<file path="src/rtl/ps2_keyboard_rx.sv">
// ps2_keyboard_rx: PS/2 device-to-host receiver with a small scan-code FIFO.
//
// Oversamples the raw PS/2 clock in the system clock domain, deframes 11-bit
// frames (start, 8 data bits LSB-first, odd parity, stop) and queues each valid
// scan code. The FIFO holds 2**FIFO_AW - 1 codes; a valid frame arriving while
// it is full is dropped and sets the sticky overflow flag.
//
// Optional feature macro: PS2_PARITY_CHECK_EN
//   defined   - frames must also carry correct odd parity
//   undefined - parity bit ignored, only start/stop are checked
//
// Ports:
//   clk        in   system clock
//   rst        in   asynchronous active-high reset
//   ps2_clk    in   raw PS/2 clock pin (asynchronous)
//   ps2_data   in   raw PS/2 data pin (asynchronous)
//   data       out  scan code at FIFO head, valid while ready=1
//   ready      out  FIFO non-empty
//   nextdata_n in   active-low pop request, level-sensitive
//   overflow   out  sticky: a valid frame was dropped because the FIFO was full
module ps2_keyboard_rx #(
  parameter int unsigned FIFO_AW = 3
) (
  input  logic       clk,
  input  logic       rst,
  input  logic       ps2_clk,
  input  logic       ps2_data,
  output logic [7:0] data,
  output logic       ready,
  input  logic       nextdata_n,
  output logic       overflow
);

  localparam int unsigned Depth = 2 ** FIFO_AW;
  localparam logic [FIFO_AW-1:0] PtrOne = 1;

  logic [2:0]         sync_q, sync_d;
  logic [3:0]         cnt_q, cnt_d;
  logic [9:0]         shift_q, shift_d;
  logic [FIFO_AW-1:0] wp_q, wp_d;
  logic [FIFO_AW-1:0] rp_q, rp_d;
  logic               ready_q, ready_d;
  logic               overflow_q, overflow_d;

  logic [7:0] fifo_mem [Depth];

  logic sample;
  logic frame_done;
  logic frame_ok;
  logic full;
  logic wr_en;
  logic pop;

  // Falling edge of the synchronised PS/2 clock.
  assign sample     = sync_q[2] & ~sync_q[1];
  assign frame_done = sample && (cnt_q == 4'd10);

  // At the 11th sample shift_q holds bits 0..9 (start at [0]); ps2_data is the stop bit.
`ifdef PS2_PARITY_CHECK_EN
  assign frame_ok = ~shift_q[0] & ps2_data & (^shift_q[9:1]);
`else
  assign frame_ok = ~shift_q[0] & ps2_data;
`endif

  // Full test uses pre-pop pointers, so a simultaneous pop does not make room.
  assign full  = ((wp_q + PtrOne) == rp_q);
  assign wr_en = frame_done & frame_ok & ~full;
  assign pop   = ready_q & ~nextdata_n;

  always_comb begin
    sync_d     = {sync_q[1:0], ps2_clk};
    cnt_d      = cnt_q;
    shift_d    = shift_q;
    wp_d       = wp_q;
    rp_d       = rp_q;
    ready_d    = ready_q;
    overflow_d = overflow_q;

    if (sample) begin
      if (cnt_q == 4'd10) begin
        cnt_d = 4'd0;
      end else begin
        cnt_d   = cnt_q + 4'd1;
        shift_d = {ps2_data, shift_q[9:1]};
      end
    end

    if (frame_done && frame_ok && full) begin
      overflow_d = 1'b1;
    end

    if (pop) begin
      rp_d = rp_q + PtrOne;
      if ((rp_q + PtrOne) == wp_q) begin
        ready_d = 1'b0;
      end
    end

    // A write overrides the empty indication of a same-cycle pop.
    if (wr_en) begin
      wp_d    = wp_q + PtrOne;
      ready_d = 1'b1;
    end
  end

  always_ff @(posedge clk or posedge rst) begin
    if (rst) begin
      sync_q     <= 3'b111;
      cnt_q      <= 4'd0;
      shift_q    <= 10'd0;
      wp_q       <= '0;
      rp_q       <= '0;
      ready_q    <= 1'b0;
      overflow_q <= 1'b0;
    end else begin
      sync_q     <= sync_d;
      cnt_q      <= cnt_d;
      shift_q    <= shift_d;
      wp_q       <= wp_d;
      rp_q       <= rp_d;
      ready_q    <= ready_d;
      overflow_q <= overflow_d;
    end
  end

  // Storage is deliberately not reset.
  always_ff @(posedge clk) begin
    if (wr_en) begin
      fifo_mem[wp_q] <= shift_q[8:1];
    end
  end

  assign data     = fifo_mem[rp_q];
  assign ready    = ready_q;
  assign overflow = overflow_q;

endmodule

</file>
<file path="config.mk">
export PLATFORM = sky130hd
export DESIGN_NAME = ps2_keyboard_rx
export DESIGN_NICKNAME = d
export VERILOG_FILES = /design/src/rtl/ps2_keyboard_rx.sv
export SDC_FILE = /design/constraint.sdc
export NUM_CORES = 1
export LEC_CHECK = 0
export CAP_MARGIN = 40
export CORE_MARGIN = 2
export CORE_UTILIZATION = 50
export CTS_CLUSTER_SIZE = 30
export DETAILED_ROUTE_END_ITERATION = 8
export HOLD_SLACK_MARGIN = 0.06
export PLACE_DENSITY_LB_ADDON = 0.12
export SETUP_SLACK_MARGIN = 0.4
export SLEW_MARGIN = 10
export SYNTH_ARGS = -nofsm -noshare
export SYNTH_HDL_FRONTEND = slang
export SYNTH_SLANG_ARGS = --single-unit
</file>
<file path="constraint.sdc">
create_clock -name clk -period 2.9 [get_ports clk]
set_input_delay 0.435 -clock clk [delete_from_list [all_inputs] [get_ports clk]]
set_output_delay 0.435 -clock clk [all_outputs]
set_load 0.05 [all_outputs]
</file>
After elaboration in Yosys (flattened, before gate mapping)
Memories as Yosys holds them, arrays and structs flattened.
Index checks and enable logic that the tools add are counted.
{ "totals": {"latch_bits": 0, "regBits": 25, "mem_bits_ro": 0, "mem_bits_rw": 64, "word_cells": 37, "output_inout_bits": 10, "memories": 1, "inputBits": 5} }
{ "op_classes": {"n_bitwise": 10, "div": 0, "n_shift": 0, "reduce_logical": 7, "magnitude_cmp": 0, "multipliers": 0, "eq_ne": 3, "add_sub_neg": 3, "muxes": 6} }
{ "mem_list": {"columns": ["name", "depth", "width", "read_ports", "rd_ports_with_merged_regs", "write_ports", "line", "source"], "rows": [
  ["fifo_mem", 8, 8, 1, 0, 1, "45", "logic [7:0] fifo_mem [Depth];"]
]} }
{ "ops": {"columns": ["operator", "count"], "rows": [
  ["3-bit by 1-bit adder with 3-bit output, second input constant", 2],
  ["3-bit equality test", 2],
  ["1-bit bitwise AND", 5],
  ["1-bit two-way mux", 5],
  ["1-bit inverter", 5],
  ["4-bit by 1-bit adder with 4-bit output, second input constant", 1],
  ["4-bit equality test, second input constant", 1],
  ["4-bit two-way mux", 1],
  ["2-bit AND reduction", 2],
  ["2-bit nonzero test", 2],
  ["1-bit logical AND", 3]
]} }

Logic depth before layout (Yosys ltp)
Gate-level depths: netlist (run 1).
{ "depth": {"word_depth": 7, "depth_mapped": 5, "ltp_nobuf": 5} }

Least setup slack after synthesis (run 1)
Ideal clock, no wire load.
{ "synth_path": {"path_kind": "register to register", "startpoint": "reg wp_q[1]", "endpoint": "mem fifo_mem[0][0], enable pin", "required_ps": 2517, "arrival_time_ps": 2043, "n_path_buf": 0, "stages_incl_launch_ff": 6, "slack_ps": 474, "setup_ps": 383, "period_less_slack_ps": 2426, "cell_sequence": "dfrtp_1 ha_1 xnor3_1 a311o_1 nand2b_4 nor3_1"} }
{ "synth_via": {"elab_chain_cells": 6} }
{ "synth_rtl": {"columns": ["item", "line", "source"], "rows": [
  ["start, declared", "40", "logic [FIFO_AW-1:0] wp_q, wp_d;"],
  ["start signal, assigned", "119", "wp_q <= wp_d;"],
  ["3-bit by 1-bit adder with 3-bit output", "66", "assign full = ((wp_q + PtrOne) == rp_q);"],
  ["3-bit equality test", "66", null],
  ["1-bit inverter", "67", "assign wr_en = frame_done & frame_ok & ~full;"],
  ["1-bit bitwise AND", "67", null],
  ["1-bit two-way mux", "128", "if (wr_en) begin"],
  ["1-bit two-way mux (implied by the code)", "129", "fifo_mem[wp_q] <= shift_q[8:1];"],
  ["end, declared", "45", null]
]} }
Parallel ways exist; a longest one is shown, timed or not.

Final worst setup path (run 1)
{ "layout_path": {"startpoint": "reg rp_q[0]", "endpoint": "out data[4]"} }
{ "layout_via": {"elab_chain_cells": 1} }
{ "layout_rtl": {"columns": ["item", "line", "source"], "rows": [
  ["start, declared", "41", "logic [FIFO_AW-1:0] rp_q, rp_d;"],
  ["start signal, assigned", "120", "rp_q <= rp_d;"],
  ["memory 8 x 8 bit", null, null],
  ["end, declared", "28", "output logic [7:0] data,"]
]} }
No other way between the ends.

==> summary.md, run 1 <==
| Metric | Value |
|---|---|
| Max VDD drop | 0.407 mV |
| Row count | 30 |
| Slew margin rel. | 0.669 |
| Cell Area, Synth | 0.00358 sq mm |
| Hold Vio Cnt, Final | 0 |
| H-tree depth | 3 |
| Via count | 1,748 |
| Core ar. | 0.00687 sq mm |
| Clock skew | 7.45 ps |
| Synth unique cells | 32 |
| Fin crit share | 0.835 |
| Area growth, synth to finish | 14.7% |
| Layout fillers | 493 |
| Slowest CP cell | mux4_2 |
| # IOs | 15 |
| Leakage | 1.46 nW |
| Worst skew pair latency | 350 ps |
| CP startpoint kind | register |
| Post-DR vias/cell | 5.41 |
| Internal Power | 2.63 mW |
| # port buffers | 14 |
| Setup TNS | 0 ps |
| CTS tree | yes |
| Max Freq | 413 MHz |
| Largest net degree at the start of global routing | 20 |
| Switching fraction of total power | 0.324 |
| Post-Syn Nets | 199 |
| Worst path cell trace | buf_8, mux4_2, mux2_2, buf_4 |
| Max Buffers Root-to-Sink | 2 |
| Post-CTS resize count | 2 |
| Clock power share | 0.233 |
| Antenna fix cells | 0 |
| Fin crit period | 2420 ps |
| CTS sink count | 89 |
| ANT nets after route | 0 |
| CTS clock-pin slew for the worst setup and hold paths | 80 ps |
| First-pass GRT wire length | 9.67 mm |
| DRC | 0 |
| Max-slew violation count | 0 |
| Dpl hpwl | 4.26 mm |
| Overall Global Routing Usage | 0.175 |
| Slowest cell delay on critical path | 570 ps |
| DR WL/cell | 18.9 microns |
| Reg-to-reg slack, setup | 580 ps |
| # nets final | 229 |
| Worst Tran Pin Value | 495 ps |
| Detailed Route Iter0 Violations | 59 |
| Total wire length | 6.09 mm |
| Grt ovf | 0 |
| MaxCap Viol Count | 0 |
| Sequential cell area fraction in the yosys report | 0.712 |
| Pre-antenna DRT Iters | 4 |
| Crit end category | output port |
| Die area | 0.00786 sq mm |
| Delay-heaviest family, CP | multiplexers |
| Crit path kind | reg2out |
| Post-route cell area | 0.00411 sq mm |
| Crit path buf inv count | 2 |
| Switching pwr | 1.26 mW |
| Worst Path Max Fanout | 19 |
| Worst EP arrival | 1990 ps |
| Num CTS Buffers | 9 |
| Vias in the first global route | 1,835 |
| Postcts setup bufs | 0 |
| Share of cells above drive strength 1 | 0.348 |
| Worst Path Required | 2470 ps |
| Combinational fraction of design power | 0.280 |
| CTS Root Cell | clkbuf_8 |
| Syn Inst Count | 192 |
| Die X | 88.7 microns |
| Synthesized area per cell | 18.7 sq um |
| PD cells | 946 mW/mm^2 |
| Placed Area | 0.00388 sq mm |
| Setup Viol. Count Final | 0 |
| Min-delay worst type | in2async |
| Synthesis Warnings | 0 |
| #FFs+latches synth | 89 |
| Initial antenna violation count | 0 |
| Starting Density | 0.522 |
| Hold Buf Count CTS | 0 |
| Outcome | finished, final reports clean |
| RSZ-0062 raised after global routing | false |
| Sequential share of power | 0.487 |
| RePlAce Congestion | 0.793 |
| Die span in y | 88.7 microns |
## flip-flops by register name, summed over array words and instances, names as in the netlist
| register | flops |
|---|---|
| fifo_mem | 64 |
| cnt_q | 4 |
| overflow | 1 |
| sync_q | 3 |
| rp_q | 3 |
| ready | 1 |
| shift_q | 10 |
| wp_q | 3 |
## power by group through the flow
stage	Sequential (mW)	Combinational (mW)	Clock (mW)
floorplan	1.83	0.831	0
CTS	1.90	1.10	0.931
global placement	1.90	1.06	0
detailed placement	1.92	1.09	0
global route	1.93	1.16	0.987
finish	1.89	1.09	0.908
## per-stage QoR
stage               total power, mW  utilization  cells  setup slack [ps]  hold WS (ps)
finish                         3.89        0.598    323               478           359
global route                   4.08        0.598    323               405           366
CTS                            3.92        0.598    323               422           364
detailed placement             3.01        0.565    307               496           349
global placement               2.96        0.563    306               535           348
floorplan                      2.66            -    192               474           345
## path summary, 6_finish.rpt
check	start	endpoint	cells past startpoint
min	rst	ready	2
max	rp_q[0]	data[4]	4
min reg2reg	sync_q[0]	sync_q[1]	0
max reg2reg	wp_q[1]	fifo_mem[5][5]	6
max in group asynchronous	rst	sync_q[2]	3
min in group clk	sync_q[0]	sync_q[1]	0
## final cells by class
| class | instances | area, sq um | area share |
|---|---|---|---|
| Clock buffer | 10 | 128 | 0.0311 |
| Clock inverter | 6 | 90.1 | 0.0219 |
| Inverter | 3 | 11.3 | 0.00274 |
| Multi-Input combinational cell | 93 | 983 | 0.239 |
| Sequential cell | 89 | 2550 | 0.621 |
| Tap cell | 96 | 120 | 0.0292 |
| Timing Repair Buffer | 26 | 225 | 0.0548 |
## cell usage after synthesis
cell type / instances / area, sq um
nor3_2: 1 / 10.0
o21ai_0: 4 / 20.0
a211o_1: 1 / 8.76
nand2b_1: 3 / 18.8
edfxtp_1: 64 / 1920
buf_1: 2 / 7.51
nand2b_4: 1 / 13.8
buf_2: 4 / 20.0
nand3_1: 1 / 5.00
a41o_1: 1 / 10.0
nand4bb_1: 2 / 22.5
nor3b_1: 2 / 15.0
xor2_1: 2 / 17.5
xnor3_1: 1 / 22.5
or3_1: 1 / 6.26
buf_6: 1 / 11.3
nand2_1: 10 / 37.5
and2_1: 1 / 6.26
inv_1: 3 / 11.3
xnor2_1: 6 / 52.6
o31ai_1: 1 / 7.51
dfrtp_1: 22 / 551
nor2_1: 7 / 26.3
nor3_1: 2 / 10.0
a311o_1: 1 / 10.0
mux2_2: 21 / 236
dfstp_2: 3 / 78.8
ha_1: 2 / 25.0
nor2b_1: 4 / 25.0
nand3b_1: 1 / 7.51
mux4_2: 16 / 360
or2_4: 1 / 8.76
## metal layers
metal	routed length (microns)	part of all wire	vias to the layer above	global-route usage
met5	0	0	-	0
met4	108	0.018	0	0.0826
met3	221	0.036	10	0.0364
met2	3040	0.50	45	0.278
met1	2720	0.45	891	0.232
li1	-	-	802	-
## cell families after synthesis
group | count (synthesis) | share of synthesized area
simple gates | 37 | 0.0593
mux | 37 | 0.166
fa+ha+maj | 2 | 0.00698
buf+inv | 10 | 0.0140
xor+xnor | 9 | 0.0258
compound gates | 8 | 0.0157
flops | 89 | 0.712
## placed cells by master, fill, tap and decap left out, types with 2 or more instances in the layout
| master | n |
|---|---|
| edfxtp_1 | 64 |
| mux2_2 | 21 |
| dfrtp_1 | 21 |
| buf_4 | 18 |
| mux4_2 | 16 |
| nand2_1 | 10 |
| clkbuf_8 | 9 |
| nor2_1 | 7 |
| xnor2_1 | 6 |
| clkdlybuf4s50_1 | 6 |
| nor2b_1 | 4 |
| o21ai_0 | 4 |
| nand2b_1 | 3 |
| inv_1 | 3 |
| dfstp_2 | 3 |
| nand4bb_1 | 2 |
| xor2_1 | 2 |
| nor3_1 | 2 |
| nor3b_1 | 2 |
| ha_1 | 2 |
| inv_6 | 2 |
| bufinv_16 | 2 |
| buf_8 | 2 |
(Power assumes the default switching activity.)
==> run 2: changes to the inputs <==
==> constraint.sdc (replaced) <==
create_clock -name clk -period 2.5 [get_ports clk]
set_input_delay 0.375 -clock clk [delete_from_list [all_inputs] [get_ports clk]]
set_output_delay 0.375 -clock clk [all_outputs]
set_load 0.05 [all_outputs]
==> run 2 against run 1 <==
Against the previous run: via count grew 1.1%; first-iteration DRC count rose by 73%; non-clock buffer count rose by 6; clock-buffer cell count is the same; register-to-register slack got worse by 210 ps; cell count rose by 1.9%; core utilization increased by 3.1 points; critical path depth did not move; critical endpoint unchanged.
==> summary.md, run 2 (synthesis results as in run 1) <==
| Metric | Value |
|---|---|
| Outcome | finished, final reports clean |
| Cell depth of the worst setup path | 4 |
| Worst skew pair latency | 350 ps |
| Worst path cell trace | buf_8, mux4_2, mux2_4, buf_8 |
| RSZ-0062 raised after global routing | true |
| Crit end category | output port |
| Post-route cell area | 0.00433 sq mm |
| CTS Root Cell | clkbuf_8 |
| Crit path buf inv count | 2 |
| DRC | 0 |
| Dpl ws | 63.7 ps |
| Slew margin rel. | 0.613 |
| Hold Buf Count CTS | 0 |
| Setup ws final | 175 ps |
| Internal Power | 3.16 mW |
| Setup TNS | 0 ps |
| ANT nets after route | 0 |
| # nets final | 235 |
| Die area | 0.00786 sq mm |
| Detailed Route Iter0 Violations | 102 |
| Worst Tran Pin Value | 580 ps |
| Max VDD drop | 0.574 mV |
| Worst EP arrival | 1950 ps |
| Share of cells above drive strength 1 | 0.403 |
| Max Buffers Root-to-Sink | 2 |
| RePlAce Congestion | 0.767 |
| H-tree depth | 3 |
| Core ar. | 0.00687 sq mm |
| CTS clock-pin slew for the worst setup and hold paths | 80 ps |
| Switching pwr | 1.56 mW |
| Slowest cell delay on critical path | 540 ps |
| Clock skew | 11.4 ps |
| Sequential share of power | 0.464 |
| Dpl hpwl | 4.28 mm |
| Max reg flops | 64 |
| Hold Vio Cnt, Final | 0 |
| Min-delay worst type | reg2reg |
| Die X | 88.7 microns |
| Layout fillers | 479 |
| Initial antenna violation count | 0 |
| Commonest cells after routing, fill and taps aside | edfxtp_1, dfrtp_1, mux4_2 |
| Num CTS Buffers | 9 |
| CP startpoint kind | register |
| Largest regs | fifo_mem: 64 flops, shift_q: 10 flops, cnt_q: 4 flops |
| # port buffers | 14 |
| Grt ovf | 0 |
| Hold depth | 0 |
| Placed Area | 0.00393 sq mm |
| Setup Viol. Count Final | 0 |
| # IOs | 15 |
| CTS tree | yes |
| Starting Density | 0.522 |
| Row count | 30 |
| Commonest non-fill, non-tap cell in the layout | edfxtp_1 |
| Fin crit period | 2330 ps |
| Crit path kind | reg2out |
| CP most frequent cell | buf_8 |
| Switching fraction of total power | 0.330 |
| Via count | 1,767 |
| Total wire length | 6.33 mm |
| Leakage | 1.52 nW |
| MaxCap Viol Count | 0 |
| Worst Path Max Fanout | 7 |
| DR WL/cell | 19.2 microns |
| Vias in the first global route | 1,870 |
| Post-DR vias/cell | 5.37 |
| First-pass GRT wire length | 9.90 mm |
| Die span in y | 88.7 microns |
| Pre-antenna DRT Iters | 4 |
| Combinational fraction of design power | 0.326 |
| PnR Total Power | 4.72 mW |
| Fin crit share | 0.930 |
| PD cells | 1090 mW/mm^2 |
| Most flop-heavy register | fifo_mem |
| Clock power share | 0.210 |
| Cells on worst reg2reg path | 5 |
| Max Freq | 430 MHz |
| Largest net degree at the start of global routing | 19 |
| Antenna fix cells | 0 |
| Slowest CP cell | mux4_2 |
| Overall Global Routing Usage | 0.176 |
| CTS sink count | 89 |
| Area growth, synth to finish | 20.7% |
| Worst Path Required | 2120 ps |
| Delay-heaviest family, CP | multiplexers |
| Max-slew violation count | 0 |
## run 2: cell types whose count changed in the layout (fill, tap and decap cells not counted), sizes merged
cell      delta
bufinv       -1
clkinv       +1
inv          +1
clkinvlp     -1
buf          +6
## run 2: metrics by stage
stage / cells / hold WS [ps] / util
floorplan: 192 / 345 / -
global placement: 306 / 348 / 0.571
detailed placement: 306 / 349 / 0.571
CTS: 328 / 362 / 0.627
global route: 329 / 368 / 0.630
finish: 329 / 360 / 0.630
## run 2: final cells by class
class                   count  area (sq um)  area share
flip-flops and latches     89          2550       0.591
clock inverters             6          73.8      0.0171
inverters                   3          11.3     0.00260
well taps                  96           120      0.0278
multi-input cells          93          1080       0.249
repair buffers             32           360      0.0833
clock buffers              10           128      0.0295
## run 2: final timing paths
| kind | start | slack [ps] | to |
|---|---|---|---|
| max | rp_q[0] | 170 | data[4] |
| max in group asynchronous | rst | 1600 | rp_q[0] |
| min in group asynchronous | rst | 370 | shift_q[8] |
| min | sync_q[0] | 360 | sync_q[1] |
| max reg2reg | rp_q[2] | 370 | fifo_mem[1][0] |
| min reg2reg | sync_q[0] | 360 | sync_q[1] |
## run 2: per-layer routing
layer  track usage  part of all wire  vias up
li1              -                 -      815
met1         0.243              0.45      917
met2         0.280              0.51       24
met3        0.0354             0.025       11
met4        0.0634             0.016        0
met5             0                 0        -
## run 2: power groups by stage
| stage | Clock (mW) | Sequential [mW] | Combinational [mW] |
|---|---|---|---|
| floorplan | 0 | 2.13 | 0.976 |
| global placement | 0 | 2.20 | 1.26 |
| detailed placement | 0 | 2.23 | 1.30 |
| CTS | 1.01 | 2.19 | 1.55 |
| global route | 1.07 | 2.23 | 1.63 |
| finish | 0.989 | 2.19 | 1.54 |
## run 2: repair_timing
action	4_1_cts	5_1_grt
pin swaps	3	3
buffers inserted	6	1
gates resized for setup	29	0
setup endpoints to repair	56	48
## run 2: worst reg2reg max path, cell delays in order (launching register included)
cell	delay, ps
dfrtp_1	380
xnor3_1	420
a311o_1	400
or2_4	300
nor3_4	210
buf_12	150
